--- src/rtl/nco_2ch_pkg.sv ---
// Shared definitions for the two-channel NCO: default widths and the
// pending-update FSM encoding, guarded so the block can be pulled in more than once.
`ifndef NCO_2CH_DEFS_SVH
`define NCO_2CH_DEFS_SVH
`define NCO_ADDR_WIDTH  9
`define NCO_DATA_WIDTH  8
`define NCO_PHASE_WIDTH 24
`define NCO_ST_IDLE     1'b0
`define NCO_ST_PEND     1'b1
`endif

package nco_2ch_pkg;

  localparam int unsigned DEF_ADDR_WIDTH  = `NCO_ADDR_WIDTH;
  localparam int unsigned DEF_DATA_WIDTH  = `NCO_DATA_WIDTH;
  localparam int unsigned DEF_PHASE_WIDTH = `NCO_PHASE_WIDTH;

  typedef enum logic {
    IDLE = `NCO_ST_IDLE,
    PEND = `NCO_ST_PEND
  } upd_state_t;

endpackage

--- src/rtl/nco_phase_acc.sv ---
// Phase accumulator with double-buffered tuning word and channel-B offset.
// A pending setting is applied on the carry step so frequency changes stay phase-continuous.
module nco_phase_acc
  import nco_2ch_pkg::*;
#(
  parameter int unsigned ADDR_WIDTH  = DEF_ADDR_WIDTH,
  parameter int unsigned PHASE_WIDTH = DEF_PHASE_WIDTH
) (
  input  logic                   i_clk,
  input  logic                   i_rst_n,
  input  logic                   i_en,
  input  logic                   i_load,
  input  logic [PHASE_WIDTH-1:0] i_ftw,
  input  logic [ADDR_WIDTH-1:0]  i_poff,
  output logic                   o_busy,
  output logic [ADDR_WIDTH-1:0]  o_phase,
  output logic [ADDR_WIDTH-1:0]  o_poff,
  output logic                   o_carry
);

  upd_state_t             state_r;
  logic [PHASE_WIDTH-1:0] acc_r;
  logic [PHASE_WIDTH-1:0] ftw_act_r;
  logic [PHASE_WIDTH-1:0] ftw_pend_r;
  logic [ADDR_WIDTH-1:0]  poff_act_r;
  logic [ADDR_WIDTH-1:0]  poff_pend_r;
  logic                   carry_r;
  logic [PHASE_WIDTH:0]   sum_s;
  logic                   apply_s;
  logic [ADDR_WIDTH-1:0]  poff_eff_s;

  // Next phase, apply decision; a zero word also applies so a fresh reset cannot deadlock.
  always_comb begin
    sum_s      = {1'b0, acc_r} + {1'b0, ftw_act_r};
    apply_s    = 1'b0;
    poff_eff_s = poff_act_r;
    if (i_en && (state_r == PEND) &&
        (sum_s[PHASE_WIDTH] || (ftw_act_r == {PHASE_WIDTH{1'b0}}))) begin
      apply_s    = 1'b1;
      poff_eff_s = poff_pend_r;
    end else begin
      apply_s    = 1'b0;
      poff_eff_s = poff_act_r;
    end
  end

  // Accumulator and its carry flag advance only on enabled cycles.
  always_ff @(posedge i_clk or negedge i_rst_n) begin
    if (!i_rst_n) begin
      acc_r   <= {PHASE_WIDTH{1'b0}};
      carry_r <= 1'b0;
    end else if (i_en) begin
      acc_r   <= sum_s[PHASE_WIDTH-1:0];
      carry_r <= sum_s[PHASE_WIDTH];
    end
  end

  // Pending-update FSM; an apply reads the old pending value even when a load lands alongside.
  always_ff @(posedge i_clk or negedge i_rst_n) begin
    if (!i_rst_n) begin
      state_r     <= IDLE;
      ftw_act_r   <= {PHASE_WIDTH{1'b0}};
      ftw_pend_r  <= {PHASE_WIDTH{1'b0}};
      poff_act_r  <= {ADDR_WIDTH{1'b0}};
      poff_pend_r <= {ADDR_WIDTH{1'b0}};
    end else begin
      if (apply_s) begin
        ftw_act_r  <= ftw_pend_r;
        poff_act_r <= poff_pend_r;
      end
      if (i_load) begin
        ftw_pend_r  <= i_ftw;
        poff_pend_r <= i_poff;
      end
      case (state_r)
        IDLE: if (i_load) state_r <= PEND;
        PEND: if (apply_s && !i_load) state_r <= IDLE;
        default: state_r <= IDLE;
      endcase
    end
  end

  assign o_busy  = (state_r == PEND);
  assign o_phase = acc_r[PHASE_WIDTH-1 -: ADDR_WIDTH];
  assign o_poff  = poff_eff_s;
  assign o_carry = carry_r;

endmodule

--- src/rtl/nco_2ch.sv ---
// Two-channel NCO front end: issues ROM addresses from the phase accumulator and
// collects the ROM's registered words into aligned, valid-strobed sample pairs.
module nco_2ch
  import nco_2ch_pkg::*;
#(
  parameter int unsigned ADDR_WIDTH  = DEF_ADDR_WIDTH,
  parameter int unsigned DATA_WIDTH  = DEF_DATA_WIDTH,
  parameter int unsigned PHASE_WIDTH = DEF_PHASE_WIDTH
) (
  input  logic                   i_clk,
  input  logic                   i_rst_n,
  input  logic                   i_en,
  input  logic                   i_load,
  input  logic [PHASE_WIDTH-1:0] i_ftw,
  input  logic [ADDR_WIDTH-1:0]  i_poff,
  output logic                   o_busy,
  output logic                   o_rom_en,
  output logic [ADDR_WIDTH-1:0]  o_addr_a,
  output logic [ADDR_WIDTH-1:0]  o_addr_b,
  input  logic [DATA_WIDTH-1:0]  i_rom_data_a,
  input  logic [DATA_WIDTH-1:0]  i_rom_data_b,
  output logic [DATA_WIDTH-1:0]  o_data_a,
  output logic [DATA_WIDTH-1:0]  o_data_b,
  output logic                   o_valid,
  output logic                   o_wrap
);

  logic [ADDR_WIDTH-1:0] phase_s;
  logic [ADDR_WIDTH-1:0] poff_s;
  logic                  carry_s;
  logic                  busy_s;
  logic                  rom_en_r;
  logic [ADDR_WIDTH-1:0] addr_a_r;
  logic [ADDR_WIDTH-1:0] addr_b_r;
  logic                  v1_r;
  logic                  w1_r;
  logic                  v2_r;
  logic                  w2_r;
  logic                  valid_r;
  logic                  wrap_r;
  logic [DATA_WIDTH-1:0] data_a_r;
  logic [DATA_WIDTH-1:0] data_b_r;

  nco_phase_acc #(
    .ADDR_WIDTH (ADDR_WIDTH),
    .PHASE_WIDTH(PHASE_WIDTH)
  ) u_phase_acc (
    .i_clk  (i_clk),
    .i_rst_n(i_rst_n),
    .i_en   (i_en),
    .i_load (i_load),
    .i_ftw  (i_ftw),
    .i_poff (i_poff),
    .o_busy (busy_s),
    .o_phase(phase_s),
    .o_poff (poff_s),
    .o_carry(carry_s)
  );

  // Address issue stage; the wrap mark rides with the first address past a carry.
  always_ff @(posedge i_clk or negedge i_rst_n) begin
    if (!i_rst_n) begin
      rom_en_r <= 1'b0;
      addr_a_r <= {ADDR_WIDTH{1'b0}};
      addr_b_r <= {ADDR_WIDTH{1'b0}};
      v1_r     <= 1'b0;
      w1_r     <= 1'b0;
    end else begin
      rom_en_r <= 1'b1;
      v1_r     <= i_en;
      w1_r     <= i_en & carry_s;
      if (i_en) begin
        addr_a_r <= phase_s;
        addr_b_r <= phase_s + poff_s;
      end
    end
  end

  // ROM-latency stage and output capture, gated by the tracked valid pipeline.
  always_ff @(posedge i_clk or negedge i_rst_n) begin
    if (!i_rst_n) begin
      v2_r     <= 1'b0;
      w2_r     <= 1'b0;
      valid_r  <= 1'b0;
      wrap_r   <= 1'b0;
      data_a_r <= {DATA_WIDTH{1'b0}};
      data_b_r <= {DATA_WIDTH{1'b0}};
    end else begin
      v2_r    <= v1_r;
      w2_r    <= w1_r;
      valid_r <= v2_r;
      wrap_r  <= v2_r & w2_r;
      if (v2_r) begin
        data_a_r <= i_rom_data_a;
        data_b_r <= i_rom_data_b;
      end
    end
  end

  assign o_busy   = busy_s;
  assign o_rom_en = rom_en_r;
  assign o_addr_a = addr_a_r;
  assign o_addr_b = addr_b_r;
  assign o_data_a = data_a_r;
  assign o_data_b = data_b_r;
  assign o_valid  = valid_r;
  assign o_wrap   = wrap_r;

endmodule

--- config.mk ---
export PLATFORM = sky130hd
export DESIGN_NAME = nco_2ch
export DESIGN_NICKNAME = d
export VERILOG_FILES = /design/src/rtl/nco_2ch_pkg.sv /design/src/rtl/nco_phase_acc.sv /design/src/rtl/nco_2ch.sv
export SDC_FILE = /design/constraint.sdc
export NUM_CORES = 1
export LEC_CHECK = 0
export CAP_MARGIN = 5
export CORE_UTILIZATION = 45
export DETAILED_ROUTE_END_ITERATION = 16
export HOLD_SLACK_MARGIN = 0.02
export PLACE_DENSITY_LB_ADDON = 0.25
export SETUP_SLACK_MARGIN = 0.4
export SLEW_MARGIN = 10
export SYNTH_ARGS = -nofsm -noshare
export SYNTH_HDL_FRONTEND = slang
export SYNTH_HIERARCHICAL = 1
export SYNTH_SLANG_ARGS = --single-unit
--- constraint.sdc ---
create_clock -name i_clk -period 11 [get_ports i_clk]
set_input_delay 1.65 -clock i_clk [delete_from_list [all_inputs] [get_ports i_clk]]
set_output_delay 1.65 -clock i_clk [all_outputs]
set_load 0.005 [all_outputs]
== Word level (Yosys, flattened, before mapping) ==
Index checks and enable logic that the tools add are counted.
Storage, ports and cells
  word-level logic and storage cells: 34
  flip-flop bits (word level): 133
Operators by class
  muxes and demuxes: 5
  bitwise operators: 3
  reduce and logical (&&, ||, !) cells: 6
  $add $sub $neg: 2
Operators with widths (count)
  adder 24 x 24 -> 25 bit: 1
  zero test 24 bit: 1
  adder 9 bit: 1
  2-to-1 mux 9 bit: 1
  logical AND 1 bit: 3
  2-to-1 mux 1 bit: 3
  bitwise AND 1 bit: 2
  case mux 1 bit (2 select lines): 1
  zero test 1 bit: 1
  logical OR 1 bit: 1
  inverter 1 bit: 1

== Logic depth before layout (Yosys ltp) ==
  depth in word-level cells: 7
  gate-level depth with buffers: 17

== Cells and area by module ==
The synthesis kept the hierarchy.
By module, submodules not included
  nco_phase_acc: times used 1, cells an instance 410, seq. area each 2302.2 um^2, area each 4916.0 um^2
  nco_2ch: times used 1, cells an instance 132, seq. area each 1026.0 um^2, area each 1804.2 um^2

== Worst setup path before layout ==
Ideal clock, no wire load.
  path kind: register -> register
  from: reg u_phase_acc.acc_r[0]
  to: reg addr_b_r[6] (netlist: o_addr_b[6])
  clock period less this slack: 4.030 ns
  path buffers: 1
  arrival: 3.905 ns
  stages on the path, launching flop included: 18
  path slack: 6.970 ns
  library setup time: 0.125 ns
  path through: dfrtp_1 ha_1 fa_1 a21o_1 nand4_1 nand3_2 a21oi_2 o41ai_4 a211oi_4 or2_1 buf_6 mux2_4 ha_1 fa_1 a211oi_2 o21ai_1 xor2_1 mux2_2
On the way
  longest elaborated chain between the ends: 5
Ends and longest elaborated chain
  start: declaration: RTL line nco_phase_acc.sv:22  | logic [PHASE_WIDTH-1:0] acc_r;
  start signal: assignment: RTL line nco_phase_acc.sv:50  | acc_r <= {PHASE_WIDTH{1'b0}};
  start signal: assignment: RTL line nco_phase_acc.sv:53  | acc_r <= sum_s[PHASE_WIDTH-1:0];
  adder 24 x 24 -> 25 bit: RTL line nco_phase_acc.sv:34  | sum_s = {1'b0, acc_r} + {1'b0, ftw_act_r};
  logical OR 1 bit: RTL line nco_phase_acc.sv:38  | (sum_s[PHASE_WIDTH] || (ftw_act_r == {PHASE_WIDTH{1'b0}}))) begin
  logical AND 1 bit: RTL line nco_phase_acc.sv:37  | if (i_en && (state_r == PEND) &&
  2-to-1 mux 9 bit: RTL line nco_phase_acc.sv:37
  via poff_s[0]: RTL line nco_2ch.sv:29  | logic [ADDR_WIDTH-1:0] poff_s;
  adder 9 bit: RTL line nco_2ch.sv:74  | addr_b_r <= phase_s + poff_s;
  end signal: assignment: RTL line nco_2ch.sv:65  | addr_b_r <= {ADDR_WIDTH{1'b0}};
  end signal: assignment: RTL line nco_2ch.sv:74
  end: declaration: RTL line nco_2ch.sv:34  | logic [ADDR_WIDTH-1:0] addr_b_r;
The timed path passes the listed nets, and every way through them passes these cells.
A chain may end at the register's enable or synchronous reset.

== Worst setup path after layout ==
  from: reg u_phase_acc.ftw_act_r[0]
  to: reg addr_b_r[6] (netlist: o_addr_b[6])
On the way
  longest elaborated chain between the ends: 5
  elaborated cells between the ends (all ways): 6
  those cells by class: 2 x add/sub; 1 x mux; 3 x reduce/logical
Ends and longest elaborated chain
  start: declaration: RTL line nco_phase_acc.sv:23  | logic [PHASE_WIDTH-1:0] ftw_act_r;
  start signal: assignment: RTL line nco_phase_acc.sv:62  | ftw_act_r <= {PHASE_WIDTH{1'b0}};
  start signal: assignment: RTL line nco_phase_acc.sv:68  | ftw_act_r <= ftw_pend_r;
  adder 24 x 24 -> 25 bit or zero test 24 bit (tied branches): RTL line nco_phase_acc.sv:34, nco_phase_acc.sv:38
  logical OR 1 bit *: RTL line nco_phase_acc.sv:38
  logical AND 1 bit *: RTL line nco_phase_acc.sv:37
  2-to-1 mux 9 bit *: RTL line nco_phase_acc.sv:37
  via poff_s[0]: RTL line nco_2ch.sv:29
  adder 9 bit *: RTL line nco_2ch.sv:74
Mark *: on every way through the listed nets, which the timed path passes. The rest lies on a longest branch.

==> run summary <==
Kind of start point of the critical path: a flop. The flow ran to the end, and the final reports show no timing, DRC or antenna violations. The mean number of vias per cell was 5.44; the maximum vdd drop was 0.000145 V. The first global-routing pass estimated 22400 um of wire. The number of nets handed over by synthesis was 629. Summed over all layers, the routed wires come to 13300 um. The adder-cell share of the synthesized area was 0.0655; the sequential cell fraction of total power was 0.286.

The worst setup path is of the reg2reg kind. The switching power as a share of total power is 0.371. TritonCTS built the clock tree. In this run the worst hold path is classified as reg2reg.

In this run the remaining antenna-violating nets after routing total 0. The first routing iteration left 217 violations. Clock tree synthesis inserted a total of 17 buffers.

The run gives 0 as the initial antenna violation count. Most frequent standard cell in the layout excluding fill and tap cells: dfrtp_1. Clock tree synthesis found a total of 133 sinks. Area taken by flip-flops and latches: 3330 um^2.

Summing all multi-input logic gate instances after layout gives 3150 um^2. Headroom to the max-slew limit: 0.440. In this run, synthesis produced a sequential element count of 133. The insertion delay to the later sink of the worst-skew pair is 0.42 ns, and the average size of a mapped cell is 12.4 um^2. Most used flip-flop cell after synthesis: dfrtp_1. Input and output buffers added on the ports amount to 90. Summed over all nets, the half-perimeter wirelength after detailed placement is 9460 um. The run gives 0 as the count of instances resized after the clock tree is built. The share of synthesized flip-flops with an asynchronous set or reset was 1.00. The layout has 1224 filler cells. Fraction of layout instances using a drive strength above 1: 0.237.

STA classifies the critical path endpoint as a flop. The global routing usage summed across all routing layers is 0.182, and the leakage power figure is 3.62 nW. Data arrives at the worst endpoint at 4.91 ns. The H-tree generated during clock tree synthesis spans 4 levels. Setup repair after global routing left no endpoint under its margin. Setup slack on the critical path of the routed design comes to 6.39 ns. The initialized floorplan defines 44 standard-cell rows.

The tools report the max-slew violation count as 0. After clock tree synthesis, the setup repair step added 0 buffers. The max-capacitance violation count was 0; the post-detailed-route wirelength per cell was 16.3 um. The cell chosen for the clock root is clkbuf_16. The tools report the number of setup violations in the final report as 0. The routed layout has 4443 vias. The compound-gate portion of the synthesized area is 0.123, and the area of the mapped netlist is 6720 um^2. Across the routed clock network, the largest skew measured is 0.00734 ns. Share of cell area taken by muxes after synthesis: 0.184. The congestion estimate from routability-driven global placement came to 0.850. During synthesis, Yosys emitted a total of 6 warnings.

The y dimension of the die came out at 124 um. The logs give 0.199 for the share of power burned in the clock network and 709 for the number of nets at the end of the flow. The clock passes through at most 2 buffers. The logs give 4484 for the via count of the first global-routing pass and 14500 um^2 for the floorplan core area.

Before CTS, the worst setup slack after placement is 5.94 ns. The first detailed-routing pass took 4 iterations. The post-synthesis xor/xnor area fraction is 0.0287, and the initial standard-cell utilization of the core is 0.462.

The transition time of the tightest slew-check pin was 0.839 ns; the net switching power was 1.04 mW. The highest net fanout along the worst path came out at 9. Leaving out fill and tap cells, the most frequent cells in the layout are 133 x dfrtp_1, 88 x clkdlybuf4s50_1, 82 x mux2_2, 36 x a21oi_1, 32 x ha_1. The total overflow left after global routing is 0. 91 I/O pins were placed. By area, the combinational part of the netlist is dominated by multiplexers. The synthesized netlist cell count came out at 542. Die outline width: 124 um.

The run gives 62 as the count of different cell masters after synthesis. The tools report the final hold violation count as 0. The number of flops mapped to enable cells by yosys is 0, and the number of inserted diodes is 0.

The relative area change from synthesis to final layout was 22.9%; the final clock period utilization by the worst path was 0.419. Total power for the finished layout comes to 2.80 mW. The clock input transition at the sequential cells of the worst setup and hold paths was 0.05 ns; the pin count of the biggest net entering global routing was 68. The combinational cell fraction of total power was 0.515. The sequential element share of the synthesized area is 0.495, and the minimum clock period is 4.61 ns. The number of hold buffers added after CTS was 0. For this run, the top clock speed supported by timing is 217 MHz. The run gives 15400 um^2 as the die outline area.

Setup total negative slack on the finished layout was measured at 0 ns. The total internal power is 1.76 mW. The DRC violation count after routing was 0.

The power density normalized to cell area is 339 nW/um^2. The required time of the worst setup path was 11.30 ns. The basic-gate share of the synthesized area counting and, or, nand and nor cells works out to 0.0678.
-- cells in the mapped netlist (3+ instances only) --
cell type / count / share of area
a2111o_1: 3 / 0.0050
a211o_1: 3 / 0.0039
a21o_1: 12 / 0.013
a21oi_1: 36 / 0.027
a22o_1: 8 / 0.010
a31oi_1: 4 / 0.0037
buf_2: 5 / 0.0037
buf_4: 9 / 0.010
buf_6: 4 / 0.0067
clkbuf_1: 12 / 0.0067
dfrtp_1: 133 / 0.50
ha_1: 32 / 0.060
inv_1: 12 / 0.0067
mux2_2: 82 / 0.14
mux2_4: 21 / 0.047
nand2_1: 26 / 0.015
nand2b_1: 3 / 0.0028
nand3_1: 5 / 0.0037
nand4_1: 7 / 0.0065
nor2_1: 17 / 0.0095
nor2b_1: 3 / 0.0028
nor3_1: 3 / 0.0022
nor4_1: 7 / 0.0065
o211ai_1: 4 / 0.0045
o21a_1: 4 / 0.0045
o21ai_0: 16 / 0.012
o21bai_1: 3 / 0.0034
o31ai_1: 4 / 0.0045
xnor2_1: 12 / 0.016
xor2_1: 10 / 0.013
-- cell type report --
cell class                      count  share of cell area
Multi-Input combinational cell    365               0.382
Timing Repair Buffer               93               0.111
Tap cell                          184              0.0279
Clock buffer                       27              0.0633
Inverter                           12             0.00545
Clock inverter                      3             0.00788
Sequential cell                   133               0.403
-- critical path: stages (launching register included) --
cell and delay (ns):
dfrtp_1 0.40, ha_1 0.22, fa_1 0.41, a21o_1 0.19, nand4_1 0.10, nand3_2 0.13
a21oi_2 0.22, o41ai_4 0.11, a211oi_4 0.30, or2_1 0.54, mux2_4 0.36, ha_1 0.22
fa_1 0.45, a211oi_2 0.30, o21ai_1 0.12, xor2_1 0.16, mux2_2 0.26
-- per-stage QoR --
step / util / std cells / instance area (um^2) / hold slack [ns]
6_report: 0.568 / 817 / 8260 / 0.347
3_5_place_dp: 0.528 / 787 / 7670 / 0.335
3_3_place_gp: 0.528 / 787 / 7670 / 0.332
4_1_cts: 0.568 / 817 / 8260 / 0.348
2_1_floorplan: - / 542 / 6720 / 0.331
5_1_grt: 0.568 / 817 / 8260 / 0.365
-- cells by family (layout without fill, tap and decap cells) --
logic type | count (synthesis) | after routing
compound gates | 117 | 117
simple gates | 88 | 88
flops | 133 | 133
xor+xnor | 22 | 22
other cells | 1 | 1
fa+ha+maj | 34 | 34
buf+inv | 44 | 135
mux | 103 | 103
-- layer usage --
metal	vias to the layer above	track usage	share of wire
met1	2182	0.245	0.48
li1	2137	-	-
met4	0	0.0737	0.019
met5	-	0	0
met2	105	0.280	0.46
met3	19	0.0470	0.044
-- registers in the layout, indices dropped and copies added, names as in the netlist, 8 cells and up --
register	cells
o_data_a	8
o_addr_b	9
o_data_b	8
u_phase_acc/ftw_act_r	24
o_addr_a	9
u_phase_acc/poff_act_r	9
u_phase_acc/poff_pend_r	9
u_phase_acc/acc_r	24
u_phase_acc/ftw_pend_r	24
-- path summary, 6_finish.rpt --
path	startpoint	endpoint	slack [ns]	depth (start not counted)
max	u_phase_acc/ftw_act_r[0]	o_addr_b[6]	6.39	16
min	w1_r	w2_r	0.35	0
max reg2reg	u_phase_acc/ftw_act_r[0]	o_addr_b[6]	6.39	16
min reg2reg	w1_r	w2_r	0.35	0
max in group asynchronous	i_rst_n	u_phase_acc/acc_r[22]	8.30	2
min in group asynchronous	i_rst_n	o_data_b[0]	1.35	1
-- power by group through the flow --
stage / combinational (mW) / sequential, mW / clock, mW
2_1_floorplan: 1.15 / 0.755 / 0
3_3_place_gp: 1.39 / 0.801 / 0
3_5_place_dp: 1.43 / 0.807 / 0
4_1_cts: 1.44 / 0.801 / 0.569
5_1_grt: 1.59 / 0.823 / 0.593
6_report: 1.44 / 0.799 / 0.558
No activity file was read; power rests on OpenSTA's default activity.
